$ cat src/rtl/coeff_loader.sv
// ============================================================================
// coeff_loader: steps a new FIR coefficient set into the FIR controller,
// one load_coeff pulse per coefficient, paced by the modwait handshake.
// Revision: 1.0
// ============================================================================
`default_nettype none

module coeff_loader #(
  parameter int unsigned NUM_COEFFS = 4,
  parameter int unsigned TIMEOUT    = 8,
  localparam int unsigned IDX_W     = (NUM_COEFFS > 1) ? $clog2(NUM_COEFFS) : 1,
  localparam int unsigned CNT_W     = $clog2(TIMEOUT + 1)
) (
  input  logic             clk,
  input  logic             rst,
  input  logic             new_coefficient_set,
  input  logic             modwait,
  output logic             load_coeff,
  output logic [IDX_W-1:0] coefficient_num,
  output logic             coeff_clr,
  output logic             loading,
  output logic             load_err
);

  typedef enum logic [2:0] {
    IDLE    = 3'd0,
    LOAD    = 3'd1,
    WAIT_HI = 3'd2,
    WAIT_LO = 3'd3,
    DONE    = 3'd4
  } state_e;

  localparam logic [IDX_W-1:0] LAST_IDX = IDX_W'(NUM_COEFFS - 1);
  localparam logic [CNT_W-1:0] CNT_LAST = CNT_W'(TIMEOUT - 1);

  state_e           state_q, state_d;
  logic [IDX_W-1:0] idx_q, idx_d;
  logic [CNT_W-1:0] cnt_q, cnt_d;
  logic             err_q, err_d;
  logic             load_coeff_q;
  logic             coeff_clr_q;
  logic             loading_q;

  always_comb begin
    state_d = state_q;
    idx_d   = idx_q;
    cnt_d   = cnt_q;
    err_d   = err_q;
    case (state_q)
      IDLE: begin
        idx_d = '0;
        if (new_coefficient_set && !modwait) begin
          state_d = LOAD;
          err_d   = 1'b0;
        end
      end
      LOAD: begin
        cnt_d   = '0;
        state_d = WAIT_HI;
      end
      WAIT_HI: begin
        // Counter ends at TIMEOUT on the last WAIT_HI cycle that may still see modwait.
        cnt_d = cnt_q + CNT_W'(1);
        if (modwait) begin
          state_d = WAIT_LO;
        end else if (cnt_q == CNT_LAST) begin
          err_d   = 1'b1;
          state_d = DONE;
        end
      end
      WAIT_LO: begin
        if (!modwait) begin
          if (idx_q == LAST_IDX) begin
            state_d = DONE;
          end else begin
            idx_d   = idx_q + IDX_W'(1);
            state_d = LOAD;
          end
        end
      end
      DONE: begin
        state_d = IDLE;
        idx_d   = '0;
      end
      default: begin
        state_d = IDLE;
        idx_d   = '0;
      end
    endcase
  end

  // Pulse outputs are registered from the next state so they align with it.
  always_ff @(posedge clk or posedge rst) begin
    if (rst) begin
      state_q      <= IDLE;
      idx_q        <= '0;
      cnt_q        <= '0;
      err_q        <= 1'b0;
      load_coeff_q <= 1'b0;
      coeff_clr_q  <= 1'b0;
      loading_q    <= 1'b0;
    end else begin
      state_q      <= state_d;
      idx_q        <= idx_d;
      cnt_q        <= cnt_d;
      err_q        <= err_d;
      load_coeff_q <= (state_d == LOAD);
      coeff_clr_q  <= (state_d == DONE);
      loading_q    <= (state_d != IDLE);
    end
  end

  assign load_coeff      = load_coeff_q;
  assign coefficient_num = idx_q;
  assign coeff_clr       = coeff_clr_q;
  assign loading         = loading_q;
  assign load_err        = err_q;

endmodule

`default_nettype wire

$ cat config.mk
export PLATFORM = sky130hd
export DESIGN_NAME = coeff_loader
export DESIGN_NICKNAME = d
export VERILOG_FILES = /design/src/rtl/coeff_loader.sv
export SDC_FILE = /design/constraint.sdc
export NUM_CORES = 1
export LEC_CHECK = 0
export ABC_AREA = 1
export CAP_MARGIN = 10
export CORE_MARGIN = 5
export CORE_UTILIZATION = 40
export DETAILED_ROUTE_END_ITERATION = 16
export GPL_TIMING_DRIVEN = 1
export PLACE_DENSITY = 0.61
export SLEW_MARGIN = 30
export SYNTH_ARGS = -nofsm -noshare
export SYNTH_HDL_FRONTEND = slang
export SYNTH_SLANG_ARGS = --single-unit
export TNS_END_PERCENT = 10
$ cat constraint.sdc
create_clock -name clk -period 1.25 [get_ports clk]
set_input_delay 0.3125 -clock clk [delete_from_list [all_inputs] [get_ports clk]]
set_output_delay 0.3125 -clock clk [all_outputs]
set_load 0.005 [all_outputs]
==> impl_metrics.tcl <==
set metrics [dict create \
    outcome "finished, final reports clean" \
    layout_commonest_cell "nand2_1" \
    post-route-period-util 0.987 \
    synth_area_leaders "dfrtp_1, nand2_1, inv_1" \
    syn_avg_cell_area_sq_um 8.04 \
    grt-ovfl-total 0 \
    antenna_found_initial 0 \
    ir_drop_v 0.00112 \
    cp_data_arrival_time_ns 1.41 \
    numClockSinks 13 \
    slew_headroom 0.837 \
    final.min_clock_period_ns 1.23 \
    ys_ff_latch 13 \
    cellLeakagePower_nw 0.491 \
    crit_path_end_kind "flip-flop" \
    h-tree-depth 1 \
    initial_core_util 0.428 \
    die_y_um 50.6 \
    hpwl_um 929 \
    grt_pass1_vias 537 \
    p_per_area_nw_per_um2 2040 \
    place_inst 113 \
    netlist_instances 82 \
    ys_types 18 \
    drc 0 \
    setup_viol 0 \
    p_total_mw 1.82 \
    cts_buffer_depth 2 \
    yosysTopAreaCellShare 0.493 \
    drive_gt1_frac 0.291 \
    track_usage 0.115 \
    yosysWarnings 0 \
    place_congestion 0.743 \
    vias 561 \
    clock.fmax_mhz 811 \
    start_kind "flip-flop" \
    drv_cap 0 \
    rows 14 \
    clock_skew_ns 0.000257 \
    num_antenna_cells 0 \
    synth_top_area_cell "dfrtp_1" \
    grt_pass1_wl_um 2190 \
    synth-seq-area-share 0.493 \
    rsz0062_at_grt "true" \
    dp_slack_ns -0.223 \
    fin_nets 110 \
    dieArea_sq_um 2560 \
    drv_slew 0 \
    layout_common_cells "nand2_1, dfrtp_1, inv_1" \
    antenna_left 0 \
    grt_max_degree 14 \
    clock_latency_ns 0.28 \
    wl_um 1280 \
    worst_slew_pin_slew_ns 0.245 \
    die_width_um 50.6 \
    hold_viol 0 \
    drt-vias-per-instance 4.71 \
    drt-initial-drc-count 7 \
    coreArea_sq_um 1540 \
    wl_per_cell_um 10.7 \
    fin_ws_ns 0.0165 \
    setup-tns-final_ns 0 \
    worst-setup-path-type "reg -> reg" \
    cts.reportedPaths.clkPinSlew_ns 0.08 \
    root_buffer "clkbuf_4" \
    synth_fp_nets 88 \
    holdWs_ns 0.319 \
    hold_class "in -> async" \
    cts_buffers 3 \
    syn_area_sq_um 659 \
    dr.pass1.iters 4 \
    cp.required_ns 1.43 \
    cp_max_fo 2 \
    area_growth_pct 35.5 \
    instances_no_fill 119 \
    cts_tree "done" \
    port_buffers 9 \
    io_pins 10 \
]
[flip-flops by register name, indices dropped and copies added (netlist names)]
signal,count
loading,1
state_q,3
cnt_q,4
coeff_clr,1
load_coeff,1
load_err,1
coefficient_num,2
[Yosys cell counts]
library cell	count
o21ai_1	1
xor2_1	1
nand2_2	5
nor2_1	10
nor2_2	1
nand2_1	21
inv_2	2
nor2_4	1
nand3_2	1
nand4_1	1
nand3_1	5
nand3b_1	1
o31ai_1	1
inv_1	12
dfrtp_1	13
ha_1	2
or2_2	1
a21oi_1	3
[worst paths after layout]
check / start / to / slack, ns / cells after the start
worst max-delay path: coefficient_num[0]$_DFFE_PP0P_ / coefficient_num[1]$_DFFE_PP0P_ / 0.02 / 7
worst min-delay path: rst / cnt_q[1]$_DFFE_PP0N_ / 0.32 / 3
worst max register to register: coefficient_num[0]$_DFFE_PP0P_ / coefficient_num[1]$_DFFE_PP0P_ / 0.02 / 7
worst min register to register: load_err$_DFFE_PP0P_ / load_err$_DFFE_PP0P_ / 0.49 / 2
max in group asynchronous: rst / coefficient_num[0]$_DFFE_PP0P_ / 0.77 / 3
min in group clk: load_err$_DFFE_PP0P_ / load_err$_DFFE_PP0P_ / 0.49 / 2
[area by class of cell]
| type | count | area (sq um) |
|---|---|---|
| sequential | 13 | 325 |
| inverter | 14 | 52.6 |
| tap | 16 | 20.0 |
| timing repair buffer | 17 | 153 |
| fill | 152 | 648 |
| clock buffer | 4 | 26.3 |
| multi-input combinational | 55 | 317 |
[report_power, final]
group	switching, mW	internal, mW	total (mW)
registers	0.126	0.563	0.689
logic	0.471	0.394	0.866
clock network	0.142	0.124	0.266
[routing by layer]
| layer | share of wire | GRT usage | wire length [um] | vias up |
|---|---|---|---|---|
| met1 | 0.46 | 0.147 | 586 | 251 |
| li1 | - | - | - | 293 |
| met2 | 0.47 | 0.165 | 598 | 12 |
| met5 | 0 | 0 | 0 | - |
| met4 | 0.031 | 0.0766 | 40 | 0 |
| met3 | 0.039 | 0.0355 | 50 | 5 |
[through the flow]
step / instance area (sq um) / util
5_1_grt: 893 / 0.580
6_report: 893 / 0.580
3_5_place_dp: 817 / 0.530
3_3_place_gp: 817 / 0.530
4_1_cts: 870 / 0.564
2_1_floorplan: 662 / -
[cell families after synthesis]
| family | Yosys count | synth area share |
|---|---|---|
| AOI/OAI and AO/OA | 5 | 0.0417 |
| xor gates and xnor gates | 1 | 0.0133 |
| DFF | 13 | 0.493 |
| and+or+nand+nor | 47 | 0.334 |
| adders and majority gates | 2 | 0.0379 |
| buffers and inverters | 14 | 0.0797 |
[repair_timing]
action                     4_1_cts  5_1_grt
pin swaps                        1        3
hold endpoints to repair         0        0
setup endpoints to repair        9       14
gates resized for setup         10       14
hold buffers                     0        0
setup buffers                    2        0
[critical path, stage by stage (launching register included)]
cell and delay, ns:
dfrtp_1 0.40, buf_6 0.13, ha_4 0.15, or2_4 0.23, nand2_2 0.08, nand2_2 0.05, nand2_1 0.06, nand2_1 0.05
No activity file was read; power rests on OpenSTA's default activity.
